$ cat src/rtl/imem_boot_loader.sv
//------------------------------------------------------------------------------
// Module   : imem_boot_loader
// Purpose  : Boot-time loader for a byte-addressable instruction memory.
//            Accepts a program image as a valid/ready byte stream, writes it
//            little-endian from address 0 through the memory write port, and
//            holds the core in reset until a complete image has been loaded.
// Ports    : clk, reset                 - clock, synchronous active-high reset
//            load_start/len/abort       - load control
//            rx_data/valid/ready        - byte stream handshake
//            mem_we/addr/wdata          - instruction memory byte write port
//            core_reset, busy, done,
//            error, checksum            - status (all registered)
// Revision : 1.0 - initial release
//------------------------------------------------------------------------------
`default_nettype none

module imem_boot_loader #(
  parameter int MEM_BYTES = 32,
  parameter int ADDR_W    = 5
) (
  input  logic              clk,
  input  logic              reset,
  input  logic              load_start,
  input  logic [ADDR_W:0]   load_len,
  input  logic              load_abort,
  input  logic [7:0]        rx_data,
  input  logic              rx_valid,
  output logic              rx_ready,
  output logic              mem_we,
  output logic [ADDR_W-1:0] mem_addr,
  output logic [7:0]        mem_wdata,
  output logic              core_reset,
  output logic              busy,
  output logic              done,
  output logic              error,
  output logic [7:0]        checksum
);

  localparam logic [1:0] S_IDLE = 2'd0;
  localparam logic [1:0] S_LOAD = 2'd1;
  localparam logic [1:0] S_DONE = 2'd2;
  localparam logic [1:0] S_ERR  = 2'd3;

  localparam logic [ADDR_W:0] C_MEM_BYTES = (ADDR_W+1)'(MEM_BYTES);
  localparam logic [ADDR_W:0] C_ONE       = (ADDR_W+1)'(1);

  logic [1:0]        r_state;
  logic [ADDR_W:0]   r_len;
  logic [ADDR_W:0]   r_cnt;
  logic              r_rx_ready;
  logic              r_mem_we;
  logic [ADDR_W-1:0] r_mem_addr;
  logic [7:0]        r_mem_wdata;
  logic              r_core_reset;
  logic              r_busy;
  logic              r_done;
  logic              r_error;
  logic [7:0]        r_checksum;

  logic w_in_load;
  logic w_xfer;
  logic w_last;
  logic w_len_bad;

  assign w_in_load = (r_state == S_LOAD);
  // Abort wins over a byte offered in the same cycle: that byte is not taken.
  assign w_xfer    = w_in_load && rx_valid && r_rx_ready && !load_abort;
  assign w_last    = (r_cnt == (r_len - C_ONE));
  // Image must be a non-zero whole number of 32-bit words that fits in memory.
  assign w_len_bad = (load_len == '0) || (load_len[1:0] != 2'b00) ||
                     (load_len > C_MEM_BYTES);

  always_ff @(posedge clk) begin
    if (reset) begin
      r_state      <= S_IDLE;
      r_len        <= '0;
      r_cnt        <= '0;
      r_rx_ready   <= 1'b0;
      r_mem_we     <= 1'b0;
      r_mem_addr   <= '0;
      r_mem_wdata  <= '0;
      r_core_reset <= 1'b1;
      r_busy       <= 1'b0;
      r_done       <= 1'b0;
      r_error      <= 1'b0;
      r_checksum   <= '0;
    end else begin
      // Write strobe is a one-cycle pulse following each accepted byte.
      r_mem_we <= 1'b0;
      case (r_state)
        S_LOAD: begin
          if (load_abort) begin
            r_state    <= S_IDLE;
            r_rx_ready <= 1'b0;
            r_busy     <= 1'b0;
          end else if (w_xfer) begin
            r_mem_we    <= 1'b1;
            r_mem_addr  <= r_cnt[ADDR_W-1:0];
            r_mem_wdata <= rx_data;
            r_cnt       <= r_cnt + C_ONE;
            r_checksum  <= r_checksum ^ rx_data;
            if (w_last) begin
              // Core is released in the same cycle the last byte is written.
              r_state      <= S_DONE;
              r_rx_ready   <= 1'b0;
              r_busy       <= 1'b0;
              r_done       <= 1'b1;
              r_core_reset <= 1'b0;
            end
          end
        end
        default: begin
          // IDLE, DONE and ERR all (re)evaluate a new load request.
          if (load_start) begin
            r_core_reset <= 1'b1;
            r_done       <= 1'b0;
            if (w_len_bad) begin
              r_state    <= S_ERR;
              r_error    <= 1'b1;
              r_busy     <= 1'b0;
              r_rx_ready <= 1'b0;
            end else begin
              r_state    <= S_LOAD;
              r_error    <= 1'b0;
              r_busy     <= 1'b1;
              r_rx_ready <= 1'b1;
              r_len      <= load_len;
              r_cnt      <= '0;
              r_checksum <= '0;
            end
          end
        end
      endcase
    end
  end

  assign rx_ready   = r_rx_ready;
  assign mem_we     = r_mem_we;
  assign mem_addr   = r_mem_addr;
  assign mem_wdata  = r_mem_wdata;
  assign core_reset = r_core_reset;
  assign busy       = r_busy;
  assign done       = r_done;
  assign error      = r_error;
  assign checksum   = r_checksum;

endmodule

`default_nettype wire
$ cat config.mk
export PLATFORM = sky130hd
export DESIGN_NAME = imem_boot_loader
export DESIGN_NICKNAME = d
export VERILOG_FILES = /design/src/rtl/imem_boot_loader.sv
export SDC_FILE = /design/constraint.sdc
export NUM_CORES = 1
export LEC_CHECK = 0
export CORE_MARGIN = 2
export CORE_UTILIZATION = 60
export CTS_BUF_LIST = sky130_fd_sc_hd__clkbuf_2 sky130_fd_sc_hd__clkbuf_4 sky130_fd_sc_hd__clkbuf_8
export DETAILED_ROUTE_END_ITERATION = 10
export DONT_BUFFER_PORTS = 1
export PLACE_DENSITY = 0.82
export SLEW_MARGIN = 30
export SYNTH_ARGS = -nofsm -noshare
export SYNTH_HDL_FRONTEND = slang
export SYNTH_SLANG_ARGS = --single-unit
export TNS_END_PERCENT = 100
$ cat constraint.sdc
create_clock -name clk -period 6.47 [get_ports clk]
set_clock_uncertainty 0.05 [all_clocks]
set_input_delay 1.941 -clock clk [delete_from_list [all_inputs] [get_ports clk]]
set_output_delay 1.941 -clock clk [all_outputs]
set_load 0.01 [all_outputs]
==> results by group <==
Clock network
  – Clk pin slew, worst setup/hold paths: between 100 and 150 ps
  – Cts repair resizes: 0
  – H-tree Lvls: 2
  – Hold_buf cts: 0
  – Clock sink count: 40
  – Worst-Skew Late Latency: 360 ps
  – CTS root buf: clkbuf_4
  – Post-CTS Setup Bufs: 0
  – TritonCTS clock tree: built
  – Clock tree buffer depth: 2
  – Num CTS Buffers: 5

Global route
  – Final global-route overflow total: 0
  – Initial antenna violation count: 0
  – GRT Overall Usage: 0.232
  – First-pass GRT wire length: between 6 and 7 mm
  – Vias in the first global route: 1401
  – Largest net degree at the start of global routing: 28

Layout
  – Nets: between 200 and 250
  – Design area: 0.00183 sq mm
  – Share of cells above drive strength 1: 0.0808
  – P&R area growth vs syn: 3.61%
  – Util after Layout: 0.659
  – Inserted Diodes: 0

Yosys
  – Simple-Gate Fraction of Synth Area: 0.245
  – Syn_area_per_cell: between 8 and 9 sq um
  – YS warnings: 0
  – Async SR Flop Fraction: 0
  – Synth Area in XOR/XNOR: 0.0941
  – Most frequent cell after synthesis: dfxtp_1
  – Yosys top cell by area: dfxtp_1
  – Cells after Synth: between 200 and 250
  – Complex-gate fraction of the synthesized area: 0.125
  – Main synth FF type: dfxtp_1
  – Synth Register Bits: 40
  – Synth unique cells: between 40 and 50
  – Mux cell area share after synthesis: 0.0226
  – Synth top area share: 0.453
  – Leading cell types by count after synthesis: dfxtp_1, nand2_1, nor2_1
  – Mapped Area: approximately 0.0018 sq mm
  – Adder-Cell Fraction of Synth Area: 0.0141
  – Synth area leaders: dfxtp_1, xor2_1, nand2_1
  – Register area share after synthesis: 0.453
  – Number of flops mapped to enable cells by yosys: 0
  – Largest family of logic cells by synthesized area: simple AND/OR/NAND/NOR gates
  – Syn_nets: between 200 and 250

STA
  – Tcrit/Tclk final: 0.532
  – Fin Setup TNS: 0 ps
  – Pins Over Slew Limit: 0
  – Slew HR: 0.432
  – Worst-margin pin slew: 849 ps
  – Post-route minimum period: 3440 ps
  – Setup-failing EPs final: 0
  – Final Hold Fails: 0
  – Max Freq: between 0.2 and 0.3 GHz
  – RSZ-0062 raised after global routing: false

Routing
  – WL final: about 3.7 mm
  – Initial DRC Count: about 110
  – Routed vias/inst: 6.05
  – Final ANT Viol Nets: 0
  – Vias: 1385
  – First-pass iteration count of the detailed router: 4
  – # DRC: 0
  – Wire per inst: 16.2 um

Worst setup path
  – CP Max Fanout: 15
  – WP data required: approximately 6700 ps
  – CP max-delay cell: a2111oi_2
  – Critical path arrival: around 3600 ps
  – WP buf/inv: 0
  – R2r setup slk: a little over 4000 ps
  – Worst path max stage delay: around 600 ps
  – Worst-path cell chain: nor3b_2 > nand3_1 > a2111oi_2 > and2_1 > o32ai_1
  – Worst Setup Start Kind: primary input
  – Top delay family on crit path: simple AND/OR/NAND/NOR gates
  – Kind of end point of the critical path: flop
  – CP Class: primary input to flop

Placement
  – Post-DP Area: around 0.0017 sq mm
  – Final GP Congestion: 0.890
  – Dpl hpwl: 2.67 mm
  – I/O Buffers: 0

Floorplan
  – Io pins: 46
  – Die area: ~0.0034 sq mm
  – Starting Density: 0.636
  – Die Y: about 58 um
  – Core region area: 0.00278 sq mm
  – Rows: 19
  – Die width: slightly below 60 um

Worst hold path
  – HP Class: flop to flop

Pwr
  – Sequential power share: 0.558
  – PD cells: ~250 mW/mm^2
  – Clock power frac: 0.370
  – Int Pwr: roughly 350 uW
  – Leak: approximately 0.66 nW
  – Tot Pwr: approximately 470 uW
  – Net Sw Frac: 0.253
  – Comb pwr share: 0.072
  – Psw: around 120 uW
  – Peak supply drop: between 200 and 300 uV

Status
  – Status: finished, final reports clean

Run
  – Max-cap viol count: 0
## worst reg2reg max path: cells and delay by family (launching register included)
kind | cells | cell delay, ps
AOI/OAI and AO/OA | 2 | 690
DFF | 1 | 410
and+or+nand+nor | 3 | 1060
## cell type report
type / count / area [sq um]
clock buffers: 5 / 37.5
clock inverters: 3 / 46.3
well taps: 31 / 38.8
fillers: 228 / 948
inverters: 3 / 11.3
multi-input cells: 147 / 898
flip-flops and latches: 40 / 801
## state kept, by name, indices dropped and copies added (netlist names)
name / count
checksum: 8
done: 1
r_cnt: 6
mem_addr: 5
r_state: 2
error: 1
busy: 1
r_len: 6
core_reset: 1
mem_wdata: 8
mem_we: 1
## kinds of logic (layout without fill, tap and decap cells)
| group | count (synthesis) | count (layout) |
|---|---|---|
| AO/OA/AOI/OAI | 32 | 32 |
| AND/OR/NAND/NOR | 90 | 90 |
| buffers and inverters | 15 | 11 |
| XOR/XNOR | 19 | 19 |
| adder cells (fa/ha/maj) | 2 | 2 |
| flip-flops | 40 | 40 |
| multiplexers | 4 | 4 |
## power groups by stage
stage                     combinational, mW  clock [mW]  sequential (mW)
after CTS                            0.0336       0.173            0.259
final                                0.0336       0.172            0.259
after global placement               0.0308           0            0.265
after global routing                 0.0370       0.183            0.260
after floorplan                      0.0313           0            0.263
after detailed placement             0.0335           0            0.265
## layout by cell type (no fill, tap or decap), types with 2 or more instances in the layout
cell type   n
mux2i_1     4
ha_1        2
nor2_1     24
nand4_1     2
dfxtp_1    40
xnor2_1     3
nor3_1      4
nand2b_1    2
xor2_1     16
nand3_1    13
and3_1      3
inv_1       3
nand2_1    29
clkbuf_4    5
a21oi_1    18
and2_1      2
## per-layer routing
metal	wire length (um)	track usage
met5	0	0
met3	281	0.0901
met1	1490	0.250
met4	47	0.0764
met2	1880	0.414
## path summary, 6_finish.rpt
kind                                  to  depth (start not counted)        from
worst max-delay path                busy                          5  load_abort
worst min-delay path            r_len[1]                          2    r_len[1]
worst max register to register      busy                          5  r_state[0]
worst min register to register  r_len[1]                          2    r_len[1]
## through the flow
step	worst slack, ps	std cells	hold slack [ps]
final	3030	229	424
after global routing	2830	229	444
after CTS	3030	229	424
after detailed placement	2640	221	405
after global placement	2590	221	398
after floorplan	2980	202	384
Note: power is estimated with default switching activity, not from simulation.
